==> src/rtl/mgmt_hub.sv <==
// mgmt_hub: management-bus interconnect between one mgmt master and NSLV slaves.
//
// Handshake (valid/ready semantics, all active high, sampled on posedge clk):
//   The master raises m_req with m_adr/m_rwn/m_wen/m_txd stable and holds them
//   until the cycle m_ack = 1; that cycle is the accept. For reads, exactly one
//   m_rxe pulse later returns m_rxd. Toward slave i, s_req[i] is held until the
//   slave answers with s_ack[i] (m_ack follows s_ack[sel] in the same cycle).
//   A read slave then pulses s_rxe[i] with s_rxd[i]. m_rxe/m_rxd are registered,
//   so they follow s_rxe one cycle later. m_rxd holds its value between pulses.
//   Only one transaction is outstanding. A request that arrives outside IDLE
//   waits until the hub is back in IDLE.
//
// Timeout: each wait phase (ack, read data) may last TIMEOUT cycles. If no
// response has come by the TIMEOUT-th cycle, the hub sends its own error
// response with m_rxd = ERR_DATA.
//
// Ports:
//   clk, rstn                     clock, async active-low reset
//   m_req/m_adr/m_rwn/m_wen/m_txd master request and fields
//   m_ack, m_rxe, m_rxd           master accept pulse, read valid, read data
//   s_req                         per-slave request (one-hot or zero)
//   s_adr/s_rwn/s_wen/s_txd       broadcast copies of the master fields
//   s_ack, s_rxe, s_rxd           per-slave ack, read valid, packed read data
//   err_vld/err_code/err_adr      sticky first-error status
//                                 (code 1 unmapped, 2 timeout, 3 stray/multi rxe)
//   err_clr                       clears the error status
//   dbg_state                     current FSM state (0 IDLE, 1 WAIT_ACK,
//                                 2 WAIT_RXD, 3 ERR_RSP)
module mgmt_hub #(
  parameter int                 NSLV     = 5,
  parameter logic [NSLV*32-1:0] SLV_BASE = {NSLV{32'h0}},
  parameter logic [NSLV*32-1:0] SLV_MASK = {NSLV{32'hFFFFF000}},
  parameter int                 TIMEOUT  = 255,
  parameter int                 TO_W     = 8,
  parameter logic [31:0]        ERR_DATA = 32'hDEADBEEF
) (
  input  logic                 clk,
  input  logic                 rstn,
  input  logic                 m_req,
  input  logic [31:0]          m_adr,
  input  logic                 m_rwn,
  input  logic [1:0]           m_wen,
  input  logic [31:0]          m_txd,
  output logic                 m_ack,
  output logic                 m_rxe,
  output logic [31:0]          m_rxd,
  output logic [NSLV-1:0]      s_req,
  output logic [31:0]          s_adr,
  output logic                 s_rwn,
  output logic [1:0]           s_wen,
  output logic [31:0]          s_txd,
  input  logic [NSLV-1:0]      s_ack,
  input  logic [NSLV-1:0]      s_rxe,
  input  logic [NSLV*32-1:0]   s_rxd,
  output logic                 err_vld,
  output logic [1:0]           err_code,
  output logic [31:0]          err_adr,
  input  logic                 err_clr,
  output logic [1:0]           dbg_state
);

  localparam int              SEL_W  = (NSLV > 1) ? $clog2(NSLV) : 1;
  localparam logic [TO_W-1:0] TO_MAX = TO_W'(TIMEOUT);

  typedef enum logic [1:0] {
    IDLE     = 2'd0,
    WAIT_ACK = 2'd1,
    WAIT_RXD = 2'd2,
    ERR_RSP  = 2'd3
  } state_t;

  state_t            state, state_nxt;
  logic [SEL_W-1:0]  sel, sel_dec;
  logic              hit;
  logic [31:0]       adr_q;
  logic              rwn_q;
  logic              phase_data;    // ERR_RSP answers the data phase (no m_ack)
  logic [TO_W-1:0]   cnt, cnt_inc;
  logic [NSLV-1:0]   sel_oh, rxe_win;
  logic              ack_sel, rxe_sel;
  logic [31:0]       rxd_sel;
  logic              rxe_ok, rxd_take, err_rxe, to_go, stray;
  logic              new_err;
  logic [1:0]        new_code;
  logic [31:0]       new_adr;

  // The master fields go to every slave. Only s_req qualifies them.
  assign s_adr     = m_adr;
  assign s_rwn     = m_rwn;
  assign s_wen     = m_wen;
  assign s_txd     = m_txd;
  assign dbg_state = state;

  // Address decode. The scan runs from high to low index, so on overlapping
  // windows the lowest index wins.
  always_comb begin
    sel_dec = '0;
    hit     = 1'b0;
    for (int i = NSLV - 1; i >= 0; i--) begin
      if ((m_adr & SLV_MASK[32*i +: 32]) == (SLV_BASE[32*i +: 32] & SLV_MASK[32*i +: 32])) begin
        sel_dec = SEL_W'(i);
        hit     = 1'b1;
      end
    end
  end

  // Per-slave view of the latched selection.
  always_comb begin
    sel_oh  = '0;
    rxd_sel = '0;
    for (int i = 0; i < NSLV; i++) begin
      sel_oh[i] = (sel == SEL_W'(i));
      if (sel == SEL_W'(i)) rxd_sel = s_rxd[32*i +: 32];
    end
  end

  assign ack_sel = |(s_ack & sel_oh);
  assign rxe_sel = |(s_rxe & sel_oh);

  // cnt_inc is the count including the current cycle. The timeout fires when
  // it reaches TIMEOUT.
  assign cnt_inc = (cnt == TO_MAX) ? cnt : cnt + 1'b1;

  // Next state and combinational outputs.
  always_comb begin
    state_nxt = state;
    s_req     = '0;
    m_ack     = 1'b0;
    rxe_ok    = 1'b0;
    rxd_take  = 1'b0;
    err_rxe   = 1'b0;
    to_go     = 1'b0;
    case (state)
      IDLE: begin
        if (m_req) state_nxt = hit ? WAIT_ACK : ERR_RSP;
      end
      WAIT_ACK: begin
        s_req = sel_oh;
        m_ack = ack_sel;
        // Read data is accepted together with the ack.
        rxe_ok = rwn_q && ack_sel;
        if (ack_sel) begin
          if (!rwn_q) begin
            state_nxt = IDLE;
          end else if (rxe_sel) begin
            state_nxt = IDLE;
            rxd_take  = 1'b1;
          end else begin
            state_nxt = WAIT_RXD;
          end
        end else if (cnt_inc == TO_MAX) begin
          state_nxt = ERR_RSP;
          to_go     = 1'b1;
        end
      end
      WAIT_RXD: begin
        rxe_ok = 1'b1;
        if (rxe_sel) begin
          state_nxt = IDLE;
          rxd_take  = 1'b1;
        end else if (cnt_inc == TO_MAX) begin
          state_nxt = ERR_RSP;
          to_go     = 1'b1;
        end
      end
      ERR_RSP: begin
        m_ack     = !phase_data;
        err_rxe   = phase_data || rwn_q;
        state_nxt = IDLE;
      end
      default: state_nxt = IDLE;
    endcase
  end

  // An rxe bit is stray unless it belongs to sel inside its valid window.
  assign rxe_win = rxe_ok ? sel_oh : '0;
  assign stray   = |(s_rxe & ~rxe_win);

  always_comb begin
    new_err  = 1'b0;
    new_code = 2'd0;
    new_adr  = adr_q;
    if (state == IDLE && m_req && !hit) begin
      new_err  = 1'b1;
      new_code = 2'd1;
      new_adr  = m_adr;
    end else if (to_go) begin
      new_err  = 1'b1;
      new_code = 2'd2;
    end else if (stray) begin
      new_err  = 1'b1;
      new_code = 2'd3;
    end
  end

  always_ff @(posedge clk or negedge rstn) begin
    if (!rstn) begin
      state      <= IDLE;
      cnt        <= '0;
      sel        <= '0;
      adr_q      <= '0;
      rwn_q      <= 1'b0;
      phase_data <= 1'b0;
    end else begin
      state <= state_nxt;
      // The counter restarts on every state entry and saturates at TIMEOUT.
      if (state_nxt != state) cnt <= '0;
      else                    cnt <= cnt_inc;
      if (state == IDLE && m_req) begin
        sel   <= sel_dec;
        adr_q <= m_adr;
        rwn_q <= m_rwn;
      end
      if (state_nxt == ERR_RSP && state != ERR_RSP) phase_data <= (state == WAIT_RXD);
    end
  end

  // Registered read return.
  always_ff @(posedge clk or negedge rstn) begin
    if (!rstn) begin
      m_rxe <= 1'b0;
      m_rxd <= '0;
    end else begin
      m_rxe <= rxd_take || err_rxe;
      if (rxd_take)     m_rxd <= rxd_sel;
      else if (err_rxe) m_rxd <= ERR_DATA;
    end
  end

  // Sticky first error. A clear in the same cycle as a new error lets the
  // new error in.
  always_ff @(posedge clk or negedge rstn) begin
    if (!rstn) begin
      err_vld  <= 1'b0;
      err_code <= 2'd0;
      err_adr  <= '0;
    end else if (new_err && (!err_vld || err_clr)) begin
      err_vld  <= 1'b1;
      err_code <= new_code;
      err_adr  <= new_adr;
    end else if (err_clr) begin
      err_vld  <= 1'b0;
      err_code <= 2'd0;
      err_adr  <= '0;
    end
  end

endmodule

==> config.mk <==
export PLATFORM = sky130hd
export DESIGN_NAME = mgmt_hub
export DESIGN_NICKNAME = d
export VERILOG_FILES = /design/src/rtl/mgmt_hub.sv
export SDC_FILE = /design/constraint.sdc
export NUM_CORES = 1
export LEC_CHECK = 0
export CORE_AREA = 2 2 151 153
export CTS_CLUSTER_SIZE = 20
export DETAILED_ROUTE_END_ITERATION = 10
export DIE_AREA = 0 0 153 155
export PLACE_DENSITY = 0.65
export SYNTH_ARGS = -nofsm -noshare
export SYNTH_HDL_FRONTEND = slang
export SYNTH_SLANG_ARGS = --single-unit
==> constraint.sdc <==
create_clock -name clk -period 6.2 [get_ports clk]
set_input_delay 0.62 -clock clk [delete_from_list [all_inputs] [get_ports clk]]
set_output_delay 0.62 -clock clk [all_outputs]
set_load 0.02 [all_outputs]
==> qor.csv, run 1 <==
metric;value;unit
Post-Layout Cell Count;1033;
Synth area leaders;dfrtp_1 (45%), buf_4 (8.9%), nand2_1 (8.9%);
top cell type's share of synthesized area;0.449;
unrepaired setup endpoints after global routing;no;
Layout Nets;990;
drt first-iter violations;324;
Worst Max-Slew Pin Slew;1270;ps
row count;55;
Startpoint Class;flip-flop;
H-tree depth;3;
final setup fails;0;
CTS Root Cell;clkbuf_16;
Register Area;0.00280;mm2
area leader, netlist;dfrtp_1;
synth warn;0;
Vias/cell;5.00;
Crit path required time;6430;ps
Sw Ratio;0.381;
Reg clk slew, reported paths;80;ps
internal power;2.11;mW
# Max-Cap Violations;0;
Final ANT Viol Nets;0;
Yosys reg bits;112;
sequential power share;0.352;
area grow syn2layout;29.7;%
Worst Path Arrival;3830;ps
Slew headroom;0.155;
fin. max-slew vios;0;
DP HPWL;12100;um
worst min-delay path class;input pin to asynchronous set/reset pin;
clk_skew;10.1;ps
Seq/Total Area, Yosys;0.449;
hold buffer count at CTS;0;
initial antenna violation count;0;
IO buf count;179;
TritonCTS clock tree;done;
number of diodes;0;
Fin Setup TNS;0;ps
IR Drop Worst-Case VDD;0.200;mV
Multi-input gate area;0.00271;mm2
CP Class;flip-flop to flip-flop;
top cells by count, synth;nand2_1 (148), dfrtp_1 (112), buf_4 (74);
Die H;155;um
Sw Pwr;1.30;mW
GRT Overall Usage;0.149;
DRT Pass-1 Iters;4;
largest net degree at the start of global routing;68;
Gate Count Post-Synth;657;
final WL;17700;um
PwrDens;422;mW/mm2
Clk network pwr share;0.204;
total core area;0.0222;mm2
placed cells;1017;
Num CTS Buffers;9;
Setup Buffers After CTS;0;
Post-synth ARST share;1.00;
CTS sink count;112;
Hold Fails Final Rpt;0;
vias in the first global route;5069;
synthesized area per cell;9.50;um2
final period demand of the worst path;3600;ps
fmax;278;MHz
Starting Density;0.281;
first-pass GRT wire length;28300;um
clock buffer depth;2;
routability cong.;0.852;
Post-Syn Area;0.00624;mm2
Final Cycle Share;0.580;
Chip Width;153;um
total power;3.41;mW
status;finished, final reports clean;
synth unique cells;59;
Pleak;3.25;nW
# fillers;2247;
Die Area;0.0237;mm2
WL per Instance;17.1;um
share of cells above drive strength 1;0.0802;
critical path peak fanout;25;
GRT overflow;0;
Logic pwr share;0.445;
count leader, synth;nand2_1;
top_reg_cell synth;dfrtp_1;
type of destination of the critical path;flip-flop;
post-CTS sizing;0;
DRC viols;0;
Post-synth EDFFs;0;
IO Pins;384;
Vias;5169;
Clock Latency Late Sink;350;ps
-- sequential cells by signal (all words and copies together) (netlist names) --
register	flops
adr_q	32
err_adr	32
m_rxd	32
cnt	8
dbg_state	2
err_code	2
err_vld	1
m_rxe	1
phase_data	1
rwn_q	1
-- worst max-delay path, cell delays in order (launching register included) --
cell and delay [ps]:
dfrtp_1 470, inv_1 160, ha_1 310, inv_1 180, or3_1 770, and2_1 450
clkinv_1 700, o22a_1 420
-- routing by layer --
| metal | vias to the layer above | global-route usage | wire, um |
|---|---|---|---|
| met5 | - | 0 | 0 |
| met4 | 0 | 0.0511 | 348 |
| met3 | 24 | 0.0401 | 1370 |
| met2 | 184 | 0.239 | 8310 |
| met1 | 2491 | 0.195 | 7670 |
| li1 | 2470 | - | - |
-- power by group through the flow --
stage	combinational, mW	sequential [mW]	clock, mW
2_1_floorplan	0.755	1.39	0
3_3_place_gp	1.51	1.20	0
3_5_place_dp	1.54	1.21	0
4_1_cts	1.54	1.20	0.724
5_1_grt	1.66	1.24	0.747
6_report	1.52	1.20	0.695
-- final timing paths --
kind | start | endpoint | slack, ps | cells past startpoint
max | dbg_state[1] | m_rxd[26] | 2600 | 7
min | rstn | err_adr[6] | 260 | 1
max reg2reg | dbg_state[1] | m_rxd[26] | 2600 | 7
min reg2reg | adr_q[31] | adr_q[31] | 480 | 2
max in group asynchronous | rstn | m_rxd[31] | 4590 | 2
min in group clk | adr_q[31] | adr_q[31] | 480 | 2
-- area by class of cell --
class / instances / area share
Tap cell: 285 / 0.0441
Sequential cell: 112 / 0.346
Clock buffer: 10 / 0.0295
Inverter: 9 / 0.00417
Timing Repair Buffer: 185 / 0.227
Multi-Input combinational cell: 426 / 0.335
Clock inverter: 6 / 0.0139
-- kinds of logic (layout without fill, tap and decap cells) --
group / count (synthesis) / after routing / share of synthesized area
xor gates and xnor gates: 2 / 2 / 0.00281
and+or+nand+nor: 282 / 282 / 0.218
muxes: 3 / 3 / 0.00521
other: 1 / 4 / 0.000601
DFF: 112 / 112 / 0.449
buffers and inverters: 122 / 210 / 0.121
adders and majority gates: 6 / 6 / 0.0120
AOI/OAI and AO/OA: 129 / 129 / 0.191
-- metrics by stage --
step	area (um2)	hold slack, ps	setup WS [ps]	util
after detailed placement	7740	464	2270	0.348
final	8090	257	2600	0.364
after floorplan	6250	324	3560	-
after global placement	7740	460	2320	0.348
after CTS	8090	286	2570	0.364
after global routing	8090	307	2220	0.364
-- cell usage in the layout, fill, tap and decap left out, drive strengths merged, types with 5 or more instances in the layout --
master         Yosys  final
nand2            149    149
and3              16     16
nor3              36     36
dfrtp            112    112
a22o              10     10
o21ai              7      7
nand3              5      5
a211oi            13     13
a21oi              6      6
inv                8     10
o22a              24     24
clkdlybuf4s50      0    178
nor2               9      9
nor4               7      7
ha                 6      6
a221oi            38     38
buf               79      7
clkbuf            34     10
o221ai            12     12
and2               5      5
nand2b            23     23
nor2b             14     14
No activity file was read; power rests on OpenSTA's default activity.
==> inputs of run 2 (changes only) <==
==> config.mk (replaced) <==
export PLATFORM = sky130hd
export DESIGN_NAME = mgmt_hub
export DESIGN_NICKNAME = d
export VERILOG_FILES = /design/src/rtl/mgmt_hub.sv
export SDC_FILE = /design/constraint.sdc
export NUM_CORES = 1
export LEC_CHECK = 0
export CORE_AREA = 2 2 148 150
export CTS_CLUSTER_SIZE = 20
export DETAILED_ROUTE_END_ITERATION = 10
export DIE_AREA = 0 0 150 152
export PLACE_DENSITY = 0.67
export SYNTH_ARGS = -nofsm -noshare
export SYNTH_HDL_FRONTEND = slang
export SYNTH_SLANG_ARGS = --single-unit
==> constraint.sdc (replaced) <==
create_clock -name clk -period 3.8 [get_ports clk]
set_input_delay 0.38 -clock clk [delete_from_list [all_inputs] [get_ports clk]]
set_output_delay 0.38 -clock clk [all_outputs]
set_load 0.02 [all_outputs]
==> run 2 against run 1 <==
Effect of this change:
- utilization rose by 1.5 points
- largest cell class unchanged
- clock power rose by 41%
- combinational power rose by 64%
- final area barely moved
- critical path type unchanged
- highest routed layer unchanged
==> qor.csv, run 2 (same netlist as run 1, synthesis figures left out) <==
metric;value;unit;change
Clk network pwr share;0.180;;was 0.204
Slew headroom;0.254;;was 0.155
Reg clk slew, reported paths;90;ps;was 80 ps
H-tree depth;3;;unchanged
fmax;336;MHz;was 278 MHz
number of diodes;0;;unchanged
fin. max-slew vios;0;;unchanged
Sw Pwr;2.17;mW;was 1.30 mW
IO buf count;179;;unchanged
TritonCTS clock tree;done;;unchanged
first-pass GRT wire length;28600;um;was 28300 um
internal power;3.26;mW;was 2.11 mW
fin util;0.379;;was 0.364
PwrDens;671;mW/mm2;was 422 mW/mm2
WL per Instance;17.5;um;was 17.1 um
Vias;5143;;was 5169
Clock Latency Late Sink;360;ps;was 350 ps
type of destination of the critical path;flip-flop;;unchanged
# Max-Cap Violations;0;;unchanged
post-CTS sizing;0;;unchanged
Starting Density;0.292;;was 0.281
Crit path required time;4070;ps;was 6430 ps
Startpoint Class;flip-flop;;unchanged
# fillers;2159;;was 2247
vias in the first global route;4983;;was 5069
DP HPWL;12200;um;was 12100 um
setup ws final;826;ps;was 2600 ps
placed cells;1018;;was 1017
Fin Setup TNS;0;ps;unchanged
Hold Fails Final Rpt;0;;unchanged
Die H;152;um;was 155 um
IR Drop Worst-Case VDD;0.269;mV;was 0.200 mV
row count;54;;was 55
IO Pins;384;;unchanged
commonest cells after routing, fill and taps aside;clkdlybuf4s50_1 (178), nand2_1 (148), dfrtp_1 (112);;unchanged
final period demand of the worst path;2970;ps;was 3600 ps
routability cong.;0.813;;was 0.852
Place WS;466;ps;was 2270 ps
area grow syn2layout;29.7;%;about the same
CP Class;flip-flop to flip-flop;;unchanged
Layout Nets;996;;was 990
Vias/cell;4.97;;was 5.00
sequential power share;0.360;;was 0.352
Pleak;3.26;nW;was 3.25 nW
critical path peak fanout;20;;was 25
Fin Hold WS;129;ps;was 257 ps
unrepaired setup endpoints after global routing;no;;unchanged
Setup Buffers After CTS;0;;unchanged
Logic pwr share;0.459;;was 0.445
initial antenna violation count;0;;unchanged
GRT Overall Usage;0.160;;was 0.149
DRC viols;0;;unchanged
GRT overflow;0;;unchanged
largest net degree at the start of global routing;67;;was 68
clk_skew;12.9;ps;was 10.1 ps
hold buffer count at CTS;0;;unchanged
Sw Ratio;0.400;;was 0.381
Num CTS Buffers;9;;unchanged
total core area;0.0214;mm2;was 0.0222 mm2
CTS Root Cell;clkbuf_16;;unchanged
Worst Path Arrival;3240;ps;was 3830 ps
final setup fails;0;;unchanged
commonest non-fill, non-tap cell in the layout;clkdlybuf4s50_1;;unchanged
Worst Max-Slew Pin Slew;1120;ps;was 1270 ps
registers with the most flip-flops;adr_q (32), err_adr (32), m_rxd (32);;unchanged
Chip Width;150;um;was 153 um
Final Cycle Share;0.783;;was 0.580
DRT Pass-1 Iters;4;;unchanged
share of cells above drive strength 1;0.0875;;was 0.0802
status;finished, final reports clean;;unchanged
Die Area;0.0228;mm2;was 0.0237 mm2
drt first-iter violations;266;;was 324
Final ANT Viol Nets;0;;unchanged
CTS sink count;112;;unchanged
final WL;18100;um;was 17700 um
clock buffer depth;2;;unchanged
worst min-delay path class;input pin to asynchronous set/reset pin;;unchanged
Post-Layout Cell Count;1034;;was 1033
-- run 2: cell types whose count changed in the layout (fill, tap and decap cells not counted), sizes merged --
cell	delta
buf	+6
bufinv	-3
clkbuf	-1
clkinv	+1
inv	+3
-- run 2: per-layer routing --
metal	wire length, um	share of wire	global-route usage
met5	0	0	0
met4	271	0.015	0.0467
met3	1130	0.063	0.0480
met2	8380	0.46	0.247
met1	8310	0.46	0.217
-- run 2: area by class of cell --
class / instances / area (um2) / area share
sequential: 112 / 2800 / 0.346
multi-input combinational: 426 / 2710 / 0.335
timing repair buffer: 191 / 1890 / 0.234
tap: 280 / 350 / 0.0433
clock buffer: 9 / 225 / 0.0278
clock inverter: 7 / 71.3 / 0.00882
inverter: 9 / 33.8 / 0.00418
-- run 2: stage by stage --
step           total power, mW  instance area [um2]
6_report                  5.43                 8090
2_1_floorplan             3.50                 6250
4_1_cts                   5.50                 8090
3_3_place_gp              4.45                 7790
3_5_place_dp              4.49                 7790
5_1_grt                   5.81                 8090
-- run 2: worst paths after layout --
check                              end       from  depth (start not counted)  slack (ps)
setup reg to reg           err_adr[23]     cnt[0]                          9         830
hold / removal               m_rxd[26]       rstn                          1         130
max in group asynchronous  err_adr[11]       rstn                          2        2910
hold reg to reg              adr_q[26]  adr_q[26]                          2         480
setup / recovery           err_adr[23]     cnt[0]                          9         830
min in group clk             adr_q[26]  adr_q[26]                          2         480
-- run 2: power by group through the flow --
stage	Clock (mW)	Combinational [mW]	Sequential [mW]
final	0.979	2.49	1.96
after global routing	1.06	2.72	2.02
after CTS	1.01	2.53	1.96
after detailed placement	0	2.52	1.97
after global placement	0	2.50	1.96
after floorplan	0	1.23	2.27
-- run 2: critical path, cell delays in order (launching register included) --
cell	delay (ps)
dfrtp_1	440
ha_1	290
and3_2	270
or3_1	360
a32oi_2	370
and4_1	250
buf_4	240
o21ai_4	80
buf_4	290
a221oi_2	280
==> inputs of run 3 (changes only) <==
==> config.mk (replaced) <==
export PLATFORM = sky130hd
export DESIGN_NAME = mgmt_hub
export DESIGN_NICKNAME = d
export VERILOG_FILES = /design/src/rtl/mgmt_hub.sv
export SDC_FILE = /design/constraint.sdc
export NUM_CORES = 1
export LEC_CHECK = 0
export CORE_AREA = 2 2 147 149
export CTS_CLUSTER_SIZE = 20
export DETAILED_ROUTE_END_ITERATION = 10
export DIE_AREA = 0 0 149 151
export PLACE_DENSITY = 0.71
export SYNTH_ARGS = -nofsm -noshare
export SYNTH_HDL_FRONTEND = slang
export SYNTH_SLANG_ARGS = --single-unit
==> constraint.sdc (replaced) <==
create_clock -name clk -period 2.4 [get_ports clk]
set_input_delay 0.24 -clock clk [delete_from_list [all_inputs] [get_ports clk]]
set_output_delay 0.24 -clock clk [all_outputs]
set_load 0.02 [all_outputs]
==> run 3 against run 2 <==
Effect of this change:
- sequential share of layout area shrank 3.1 points
- wire length grew 2.5%
- critical path type unchanged
- sequential power grew 59%
- via count grew 8.2%
- global-route usage grew 0.16 points
- maximum frequency grew 18%
- the flow now finishes with violations (negative setup slack)
- highest routed layer unchanged
- count of clock-buffer cells in the layout grew 2
- register-to-register slack lost 940 ps
- clock skew shrank 5.0 ps
- combinational power grew 78%
- utilization grew 4.9 points
- largest cell class unchanged
==> qor.csv, run 3 (same netlist as run 1, synthesis figures left out) <==
metric;value;unit;change
setup ws final;-119;ps;was 826 ps
clk_skew;7.85;ps;was 12.9 ps
first-pass GRT wire length;28800;um;was 28600 um
Final ANT Viol Nets;0;;unchanged
Die H;151;um;was 152 um
total core area;0.0208;mm2;was 0.0214 mm2
GRT overflow;0;;unchanged
Reg clk slew, reported paths;80;ps;was 90 ps
Vias/cell;5.04;;was 4.97
CP Class;flip-flop to flip-flop;;unchanged
Slew headroom;0.423;;was 0.254
Sw Pwr;3.47;mW;was 2.17 mW
fmax;397;MHz;was 336 MHz
type of destination of the critical path;flip-flop;;unchanged
number of diodes;0;;unchanged
CP Cell Sequence;ha_4 > and3_4 > or3_4 > a32oi_4 > nand4b_1 > a2111oi_4 > mux2_4;;was ha_1 > and3_2 > or3_1 > a32oi_2 > and4_1 > buf_4 > o21ai_4 > buf_4 > a221oi_2
drt first-iter violations;311;;was 266
worst min-delay path class;input pin to asynchronous set/reset pin;;unchanged
Pleak;3.71;nW;was 3.26 nW
Final Cycle Share;1.05;;was 0.783
biggest cell delay along the critical path;450;ps;was 440 ps
PwrDens;1030;mW/mm2;was 671 mW/mm2
Hold Fails Final Rpt;0;;unchanged
placed cells;1081;;was 1018
IO Pins;384;;unchanged
CTS sink count;112;;unchanged
Vias;5566;;was 5143
# Max-Cap Violations;0;;unchanged
commonest non-fill, non-tap cell in the layout;clkdlybuf4s50_1;;unchanged
row count;53;;was 54
slowest cell on the critical path;dfrtp_2;;was dfrtp_1
Clk network pwr share;0.180;;about the same
largest net degree at the start of global routing;44;;was 67
initial antenna violation count;0;;unchanged
sequential power share;0.338;;was 0.360
internal power;5.73;mW;was 3.26 mW
DRC viols;0;;unchanged
R2R Setup Slk;-120;ps;was 830 ps
fin. max-slew vios;0;;unchanged
Logic pwr share;0.482;;was 0.459
Worst Max-Slew Pin Slew;858;ps;was 1120 ps
Sw Ratio;0.377;;was 0.400
final period demand of the worst path;2520;ps;was 2970 ps
CTS Root Cell;clkbuf_16;;unchanged
unrepaired setup endpoints after global routing;yes;;was no
critical path peak fanout;4;;was 20
routability cong.;0.881;;was 0.813
Starting Density;0.300;;was 0.292
area grow syn2layout;42.8;%;was 29.7%
Die Area;0.0225;mm2;was 0.0228 mm2
final setup fails;29;;was 0
Clock Latency Late Sink;350;ps;was 360 ps
DRT Pass-1 Iters;5;;was 4
H-tree depth;3;;unchanged
Post-Layout Cell Count;1104;;was 1034
IO buf count;179;;unchanged
GRT Overall Usage;0.162;;was 0.160
Startpoint Class;flip-flop;;unchanged
clock buffer depth;2;;unchanged
Num CTS Buffers;9;;unchanged
DP HPWL;13100;um;was 12200 um
final WL;18600;um;was 18100 um
Layout Nets;1071;;was 996
Crit path required time;2640;ps;was 4070 ps
commonest cells after routing, fill and taps aside;clkdlybuf4s50_1 (178), nand2_1 (148), dfrtp_1 (108);;was clkdlybuf4s50_1 (178), nand2_1 (148), dfrtp_1 (112)
status;complete, but fails checks;;was finished, final reports clean
vias in the first global route;5297;;was 4983
Worst Path Arrival;2760;ps;was 3240 ps
share of cells above drive strength 1;0.182;;was 0.0875
failing checks;negative setup slack;;
IR Drop Worst-Case VDD;0.431;mV;was 0.269 mV
Place WS;-169;ps;was 466 ps
registers with the most flip-flops;adr_q (32), err_adr (32), m_rxd (32);;unchanged
WL per Instance;16.8;um;was 17.5 um
fin util;0.428;;was 0.379
# fillers;2025;;was 2159
TritonCTS clock tree;done;;unchanged
Chip Width;149;um;was 150 um
==> run 3: changes by cell type in the layout (fill, tap and decap cells not counted), moves of 2 or more <==
cell,delta
and4_4,+2
buf_12,+8
buf_4,+62
buf_6,+2
bufinv_16,+2
clkbuf_16,+2
clkinv_2,+2
dfrtp_1,-4
dfrtp_2,+4
ha_1,-2
inv_6,-3
mux2_2,-2
mux2_4,+2
==> run 3: final cells by class <==
| class | count | area, um2 | area share |
|---|---|---|---|
| sequential | 112 | 2810 | 0.315 |
| timing repair buffer | 266 | 2600 | 0.292 |
| clock buffer | 11 | 243 | 0.0273 |
| tap | 275 | 344 | 0.0386 |
| multi-input combinational | 426 | 2800 | 0.314 |
| inverter | 9 | 33.8 | 0.00379 |
| clock inverter | 5 | 78.8 | 0.00885 |
==> run 3: worst max-delay path: cells and delay by family (launching register included) <==
family	cells	cell delay, ps
simple gates	3	760
compound gates	2	670
flops	1	450
mux	1	330
fa+ha+maj	1	190
==> run 3: power groups by stage <==
stage	Combinational (mW)	Clock (mW)	Sequential [mW]
after floorplan	1.97	0	3.60
after global placement	4.28	0	3.11
after detailed placement	4.35	0	3.13
after CTS	4.41	1.71	3.11
after global routing	4.81	1.80	3.20
final	4.44	1.66	3.11
==> run 3: worst paths after layout <==
check                      startpoint          to  cells past startpoint
max                            cnt[1]  phase_data                      7
max in group asynchronous        rstn   m_rxd[26]                      3
min in group clk            adr_q[31]   adr_q[31]                      2
min                              rstn    m_rxd[4]                      2
max reg2reg                    cnt[1]  phase_data                      7
min reg2reg                 adr_q[31]   adr_q[31]                      2
==> run 3: per-layer routing <==
metal,routed length [um],part of all wire,vias up,track usage
met5,0,0,-,0
met4,310,0.017,0,0.0467
met3,1380,0.074,25,0.0422
met2,8770,0.47,207,0.264
met1,8090,0.44,2709,0.212
li1,-,-,2625,-
==> run 3: repair_timing <==
| item | 4_1_cts | 5_1_grt |
|---|---|---|
| setup endpoints to repair | 43 | 44 |
| cloned | 0 | 2 |
| hold endpoints to repair | 40 | 0 |
| pin swaps | 3 | 5 |
| buffers inserted | 1 | 3 |
| hold buffers | 1 | 0 |
| resized for setup | 8 | 12 |
==> run 3: through the flow <==
step / hold WS, ps / area, um2 / TNS [ps] / total power, mW
finish: 443 / 8910 / -1770 / 9.20
global route: 480 / 8910 / -4020 / 9.81
global placement: 296 / 8410 / -3500 / 7.40
floorplan: -55.6 / 6280 / -17.8 / 5.57
CTS: 471 / 8780 / -2070 / 9.23
detailed placement: 302 / 8410 / -4270 / 7.48
